<file path="src/rtl/jtframe_vshift_if.sv">
// Video bundle between pipeline stages: colour channels plus active-high syncs and blanks.
interface jtframe_vshift_if #(
    parameter int unsigned COLORW = 4
);
    logic [COLORW-1:0] r, g, b;
    logic              hs, vs, hb, vb;

    modport master (output r, g, b, hs, vs, hb, vb);
    modport slave  (input  r, g, b, hs, vs, hb, vb);
endinterface

</file>
<file path="src/rtl/jtframe_vshift.sv">
// Vertical picture shifter: measures frame geometry in lines and regenerates VS moved by a
// signed line offset. Colour, HS, HB and VB pass through with a one-pixel delay.
module jtframe_vshift #(
    parameter int unsigned COLORW = 4,
    parameter int unsigned VW     = 9
) (
    input  logic             clk,
    input  logic             rst_n,
    input  logic             pxl_cen,
    input  logic             enable,
    input  logic [3:0]       voffset,
    jtframe_vshift_if.slave  vin,
    jtframe_vshift_if.master vout
);
    localparam int unsigned TW = VW + 2;

    typedef enum logic [0:0] {StIdle, StPulse} state_e;

    logic [COLORW-1:0] r_q, g_q, b_q;
    logic              hs_q, vs_q, hb_q, vb_q;
    logic              vb_seen_q, vs_line_q, start_seen_q, valid_q, gen_q;
    logic [VW-1:0]     lcnt_q, start_acc_q, len_acc_q, vs_start_q, vs_len_q, off_q, pcnt_q;
    logic [VW:0]       vtotal_q;
    state_e            st_q;

    logic              line_ev, frame_ref, vs_rise_line, geom_match, active, ts_hit;
    logic [VW-1:0]     lcnt_nxt;
    logic [VW:0]       vtotal_new;
    logic [TW-1:0]     diff, ts_x;

    // A VB rise in the same cycle as the HS rise still counts as the frame reference
    assign line_ev      = pxl_cen & vin.hs & ~hs_q;
    assign frame_ref    = line_ev & (vb_seen_q | (vin.vb & ~vb_q));
    assign lcnt_nxt     = frame_ref ? '0 : lcnt_q + VW'(1);
    assign vs_rise_line = vin.vs & ~vs_line_q;
    assign vtotal_new   = {1'b0, lcnt_q} + (VW+1)'(1);
    assign geom_match   = (vtotal_new == vtotal_q) && (start_acc_q == vs_start_q) &&
                          (len_acc_q == vs_len_q);
    assign active       = enable & valid_q & gen_q;

    // Two extra bits keep start - offset exact before the single modulo correction
    always_comb begin
        diff = {2'b00, vs_start_q} - {{2{off_q[VW-1]}}, off_q};
        if (diff[TW-1]) begin
            ts_x = diff + {1'b0, vtotal_q};
        end else if (diff >= {1'b0, vtotal_q}) begin
            ts_x = diff - {1'b0, vtotal_q};
        end else begin
            ts_x = diff;
        end
    end

    assign ts_hit = (ts_x == {2'b00, lcnt_nxt});

    always_ff @(posedge clk or negedge rst_n) begin
        if (!rst_n) begin
            {r_q, g_q, b_q} <= '0;
            {hs_q, hb_q, vb_q} <= '0;
        end else if (pxl_cen) begin
            r_q  <= vin.r;
            g_q  <= vin.g;
            b_q  <= vin.b;
            hs_q <= vin.hs;
            hb_q <= vin.hb;
            vb_q <= vin.vb;
        end
    end

    always_ff @(posedge clk or negedge rst_n) begin
        if (!rst_n) begin
            vb_seen_q    <= 1'b0;
            vs_line_q    <= 1'b0;
            start_seen_q <= 1'b0;
            valid_q      <= 1'b0;
            gen_q        <= 1'b0;
            lcnt_q       <= '0;
            start_acc_q  <= '0;
            len_acc_q    <= '0;
            vs_start_q   <= '0;
            vs_len_q     <= '0;
            off_q        <= '0;
            vtotal_q     <= '0;
        end else if (pxl_cen) begin
            if (!enable) gen_q <= 1'b0;
            if (line_ev) begin
                vb_seen_q <= 1'b0;
                vs_line_q <= vin.vs;
                lcnt_q    <= lcnt_nxt;
                if (frame_ref) begin
                    vtotal_q     <= vtotal_new;
                    vs_start_q   <= start_acc_q;
                    vs_len_q     <= len_acc_q;
                    off_q        <= {{(VW-4){voffset[3]}}, voffset};
                    valid_q      <= geom_match;
                    gen_q        <= enable;
                    start_acc_q  <= '0;
                    start_seen_q <= vs_rise_line;
                    len_acc_q    <= {{(VW-1){1'b0}}, vin.vs};
                end else begin
                    if (vs_rise_line && !start_seen_q) begin
                        start_acc_q  <= lcnt_nxt;
                        start_seen_q <= 1'b1;
                    end
                    if (vin.vs && len_acc_q != '1) len_acc_q <= len_acc_q + VW'(1);
                end
            end else if (vin.vb && !vb_q) begin
                vb_seen_q <= 1'b1;
            end
        end
    end

    // Generated VS; pass-through whenever shifting is disabled or geometry is unconfirmed
    always_ff @(posedge clk or negedge rst_n) begin
        if (!rst_n) begin
            st_q   <= StIdle;
            vs_q   <= 1'b0;
            pcnt_q <= '0;
        end else if (pxl_cen) begin
            if (!active) begin
                st_q <= StIdle;
                vs_q <= vin.vs;
            end else begin
                unique case (st_q)
                    StIdle: begin
                        if (line_ev && ts_hit && vs_len_q != '0) begin
                            st_q   <= StPulse;
                            vs_q   <= 1'b1;
                            pcnt_q <= vs_len_q;
                        end else begin
                            vs_q <= 1'b0;
                        end
                    end
                    StPulse: begin
                        if (line_ev) begin
                            if (pcnt_q == VW'(1)) begin
                                vs_q <= 1'b0;
                                st_q <= StIdle;
                            end else begin
                                pcnt_q <= pcnt_q - VW'(1);
                            end
                        end
                    end
                endcase
            end
        end
    end

    assign vout.r  = r_q;
    assign vout.g  = g_q;
    assign vout.b  = b_q;
    assign vout.hs = hs_q;
    assign vout.vs = vs_q;
    assign vout.hb = hb_q;
    assign vout.vb = vb_q;
endmodule

</file>
<file path="src/flat_wrapper.sv">
// flat-port wrapper written by rule: the top's interface ports become plain ports
module jtframe_vshift_flat 
#(
    parameter int unsigned COLORW = 4,
    parameter int unsigned VW     = 9
)
  (clk, rst_n, pxl_cen, enable, voffset, vin_r, vin_g, vin_b, vin_hs, vin_vs, vin_hb, vin_vb, vout_r, vout_g, vout_b, vout_hs, vout_vs, vout_hb, vout_vb);
  jtframe_vshift_if #(.COLORW(COLORW)) vin_i ();
  jtframe_vshift_if #(.COLORW(COLORW)) vout_i ();
  input  logic clk;
  input  logic rst_n;
  input  logic pxl_cen;
  input  logic enable;
  input  logic [3:0] voffset;
  input wire logic [$bits(vin_i.r)-1:0] vin_r;
  input wire logic [$bits(vin_i.g)-1:0] vin_g;
  input wire logic [$bits(vin_i.b)-1:0] vin_b;
  input wire logic [$bits(vin_i.hs)-1:0] vin_hs;
  input wire logic [$bits(vin_i.vs)-1:0] vin_vs;
  input wire logic [$bits(vin_i.hb)-1:0] vin_hb;
  input wire logic [$bits(vin_i.vb)-1:0] vin_vb;
  output wire logic [$bits(vout_i.r)-1:0] vout_r;
  output wire logic [$bits(vout_i.g)-1:0] vout_g;
  output wire logic [$bits(vout_i.b)-1:0] vout_b;
  output wire logic [$bits(vout_i.hs)-1:0] vout_hs;
  output wire logic [$bits(vout_i.vs)-1:0] vout_vs;
  output wire logic [$bits(vout_i.hb)-1:0] vout_hb;
  output wire logic [$bits(vout_i.vb)-1:0] vout_vb;
  assign vin_i.r = vin_r;
  assign vin_i.g = vin_g;
  assign vin_i.b = vin_b;
  assign vin_i.hs = vin_hs;
  assign vin_i.vs = vin_vs;
  assign vin_i.hb = vin_hb;
  assign vin_i.vb = vin_vb;
  assign vout_r = vout_i.r;
  assign vout_g = vout_i.g;
  assign vout_b = vout_i.b;
  assign vout_hs = vout_i.hs;
  assign vout_vs = vout_i.vs;
  assign vout_hb = vout_i.hb;
  assign vout_vb = vout_i.vb;
  jtframe_vshift #(.COLORW(COLORW), .VW(VW)) u_core (.clk(clk), .rst_n(rst_n), .pxl_cen(pxl_cen), .enable(enable), .voffset(voffset), .vin(vin_i), .vout(vout_i));
endmodule
</file>
<file path="config.mk">
export PLATFORM = sky130hd
export DESIGN_NAME = jtframe_vshift_flat
export DESIGN_NICKNAME = d
export VERILOG_FILES = /design/src/rtl/jtframe_vshift_if.sv /design/src/rtl/jtframe_vshift.sv /design/src/flat_wrapper.sv
export SDC_FILE = /design/constraint.sdc
export NUM_CORES = 1
export LEC_CHECK = 0
export CELL_PAD_IN_SITES_DETAIL_PLACEMENT = 1
export CELL_PAD_IN_SITES_GLOBAL_PLACEMENT = 1
export CORE_MARGIN = 2
export CORE_UTILIZATION = 42
export DETAILED_ROUTE_END_ITERATION = 10
export PLACE_DENSITY_LB_ADDON = 0.1
export SLEW_MARGIN = 5
export SYNTH_ARGS = -nofsm -noshare
export SYNTH_HDL_FRONTEND = slang
export SYNTH_SLANG_ARGS = --single-unit
export TNS_END_PERCENT = 100
</file>
<file path="constraint.sdc">
create_clock -name clk -period 4.6 [get_ports clk]
set_input_delay 0.92 -clock clk [delete_from_list [all_inputs] [get_ports clk]]
set_output_delay 0.92 -clock clk [all_outputs]
set_load 0.01 [all_outputs]
</file>
==> flow_summary.toml <==
[clock_network]
cts.sinks = 90
path_clk_slew_ns = 0.07
cts.htree.levels = 3
numCtsBuffers = 9
cts_tree = "yes"
cts_root_buf = "clkbuf_16"
clk_path_buf_depth = 2
clock_latency_ns = 0.36

[sta]
worst_slack_ns = -0.500
worstMarginPinSlew_ns = 0.960
finalSetupViolCount = 11
slew_violations = 0
slew_headroom_pct = 35.1
rsz0062_at_grt = "yes"
skew_ns = 0.0103
fin_crit_ns = 5.10
finalCritPeriodShare_pct = 111
fmax_ghz = 0.196
hold_violations = 0
hold_slack_ns = 0.509

[synth]
synth_ff_type = "dfrtp_1"
async_flop_share_pct = 100
synth_xor_area_share_pct = 7.71
yosys.area_share.adder_pct = 8.03
synth-edff-count = 0
synth_area_sq_um = 6200
yosysUniqueCellTypes = 68
synth_top_family_by_area = "compound AO/OA/AOI/OAI gates"
syn_avg_cell_area_sq_um = 8.56
synth.net_count = 786
synth-compound-area-share_pct = 19.8
yosys.area_share.simple_pct = 19.7
ys_warn_count = 0
syn_inst = 724
seq_area_frac_synth_pct = 36.3
synth_seq_cells = 90
synthMuxAreaShare_pct = 3.67

[finish]
synthToLayoutAreaGrowth_pct = 30.9
register_area_sq_um = 2250
post-route-util_pct = 56.1
nets = 919
fin_area_sq_um = 8120
n_fill_cell = 1734
multi_input_area_sq_um = 3930
antenna_cells = 0
drive_gt1_share_pct = 22.5

[routing]
ant_nets = 0
drc = 0
vias = 5900
drtIter0Drc = 256
totalWireLength_mm = 20.3
wl_per_cell_microns = 19.4
drt-vias-per-instance = 5.64
dr.pass1.iters = 5

[grt]
met3_usage_pct = 3.51
grt_antenna_before_repair = 0
grt_util_all_layers_pct = 26.5
grt_pass1_vias = 6371
grtUsageMet2_pct = 47.9
top_usage_layer = "met2"
use_met1_pct = 33.5
grt_max_degree = 73
gr-total-overflow = 0
grt_pass1_wl_mm = 33.5

[run]
cap_violations = 0

[critical_path]
start_kind = "register"
arrival_ns = 5.35
crit_type = "reg -> reg"
worstSetupEndpointType = "register"
critPathMaxFanout = 8
required_ns = 4.85

[power_and_ir_drop]
power_frac_comb_pct = 75.3
internal-power_mw = 4.08
clock_power_share_pct = 9.8
irDropWorstVdd_uv = 432
power_frac_seq_pct = 14.9
p_leak_nw = 3.67
powerDensity_nw_per_um2 = 939
p_sw_mw = 3.54
netSwitchingFraction_pct = 46.5
total_power_mw = 7.62

[placement]
finalWeightedCongestion = 0.887
io_buffers = 39
dp_slack_ns = -0.626
placed_cell_area_sq_um = 7460
dp_hpwl_mm = 15.3

[floorplanning]
die_w_microns = 125
row_count = 44
initial_utilization_pct = 42.8
core_area_sq_um = 14500
die_y_microns = 125
ios = 40
dieArea_sq_um = 15700

[outcome]
failed_checks = "negative setup slack"
status = "finished, violations left"

[hold_path]
hp-class = "reg -> reg"
power by group through the flow:
stage               Combinational (mW)  Clock, mW  Sequential [mW]
finish                            5.74      0.743             1.14
global route                      6.17      0.796             1.16
CTS                               5.42      0.768             1.14
detailed placement                5.00          0             1.14
global placement                  4.87          0             1.13
floorplan                         3.05          0             1.08
kinds of logic after synthesis:
family                   after synthesis
AO/OA/AOI/OAI                        181
AND/OR/NAND/NOR                      267
multiplexers                          21
buffers and inverters                 74
adder cells (fa/ha/maj)               38
XOR/XNOR                              53
flip-flops                            90
through the flow:
stage	setup TNS, ns	std cells
after detailed placement	-5.81	1012
after global routing	-6.76	1046
after CTS	-4.08	1039
after floorplan	-1.90	724
final	-4.48	1046
after global placement	-3.59	1012
critical path: stages, from the launching register on:
cell and delay, ns:
dfrtp_1 0.39, inv_2 0.08, ha_4 0.13, inv_2 0.03, fa_2 0.37, a211oi_2 0.19, o21ai_1 0.11, a21o_1 0.20
a21oi_2 0.18, xor2_2 0.29, ha_4 0.26, buf_6 0.12, a21oi_4 0.15, nor2_4 0.07, nor3_4 0.20, o21ai_4 0.15
mux2i_1 0.21, xor2_1 0.22, a31oi_2 0.12, or4b_4 0.59, or4_4 0.64, a2bb2oi_2 0.16, o21a_1 0.12
Yosys cell counts (3+ instances only):
library cell  number  area (sq um)
nor3_1            16          80.1
xnor2_1           25           219
nand2_1          121           454
and3_1             4          25.0
nor2_1            51           191
nor4_1             8          50.1
buf_1              4          15.0
o21ai_0           48           240
o22ai_1            6          37.5
o31ai_1            5          37.5
o21ai_1            3          15.0
dfrtp_1           90          2250
o31a_1             3          26.3
o21a_1            11          82.6
a21o_1             6          45.0
a211oi_1          12          90.1
o211ai_1           7          52.6
mux2i_1            7          70.1
a311oi_1           5          43.8
mux2_2            14           158
or3_1              6          37.5
ha_1              35           438
clkbuf_1          16          60.1
buf_2             10          50.1
a21oi_1           37           185
o22a_1             3          26.3
inv_1             44           165
nand3_1           22           110
a31oi_1            6          37.5
nand4_1            9          56.3
xor2_1            27           236
nor2b_1            8          50.1
fa_1               3          60.1
nand2b_1          10          62.6
state kept, by name, indices dropped and copies added, names as in the netlist, 9 cells and up:
name	cells
u_core.vs_len_q	9
u_core.vs_start_q	9
u_core.lcnt_q	9
u_core.pcnt_q	9
u_core.start_acc_q	9
u_core.vtotal_q	10
u_core.len_acc_q	9
layout by cell type, fill, tap and decap left out, drive strengths merged, types with 7 or more instances in the layout:
| cell | n |
|---|---|
| xor2 | 27 |
| ha | 35 |
| o211ai | 7 |
| a21oi | 38 |
| nor2 | 52 |
| o21ai | 53 |
| xnor2 | 25 |
| nor4 | 8 |
| inv | 45 |
| clkdlybuf4s50 | 38 |
| mux2 | 14 |
| nor2b | 8 |
| dfrtp | 90 |
| clkbuf | 10 |
| mux2i | 7 |
| nand4 | 9 |
| buf | 114 |
| o21a | 11 |
| nand2b | 10 |
| a211oi | 13 |
| nand2 | 121 |
| nor3 | 16 |
| nand3 | 22 |
final timing paths:
| kind | from | end | depth (start not counted) | slack (ns) |
|---|---|---|---|---|
| min | u_core.vout.r[1]$_DFFE_PN0P_ | u_core.vout.r[1]$_DFFE_PN0P_ | 1 | 0.51 |
| max reg2reg | u_core.vs_start_q[0]$_DFFE_PN0P_ | u_core.pcnt_q[6]$_DFFE_PN0P_ | 22 | -0.50 |
| min in group asynchronous | rst_n | u_core.vout.r[1]$_DFFE_PN0P_ | 1 | 0.69 |
| max in group asynchronous | rst_n | u_core.valid_q$_DFFE_PN0P_ | 2 | 3.10 |
| max | u_core.vs_start_q[0]$_DFFE_PN0P_ | u_core.pcnt_q[6]$_DFFE_PN0P_ | 22 | -0.50 |
| min reg2reg | u_core.vout.r[1]$_DFFE_PN0P_ | u_core.vout.r[1]$_DFFE_PN0P_ | 1 | 0.51 |
per-layer routing:
| metal | vias to the layer above | wire [microns] |
|---|---|---|
| li1 | 2813 | - |
| met1 | 2972 | 8720 |
| met2 | 93 | 10700 |
| met3 | 22 | 534 |
| met4 | 0 | 278 |
| met5 | - | 0 |
timing repair:
action | 4_1_cts | 5_1_grt
hold buffers | 0 | 0
pin swaps | 16 | 10
gates resized for setup | 24 | 17
cloned | 1 | 0
endpoints found under the setup margin | 11 | 11
setup buffers | 11 | 8
layout make-up:
class                      instances  share of cell area [%]
clock buffer                      10                    2.82
sequential                        90                    27.7
inverter                          44                    2.03
clock inverter                     6                   0.802
timing repair buffer             152                    15.4
tap                              184                    2.84
multi-input combinational        560                    48.4
No activity file was read; power rests on OpenSTA's default activity.
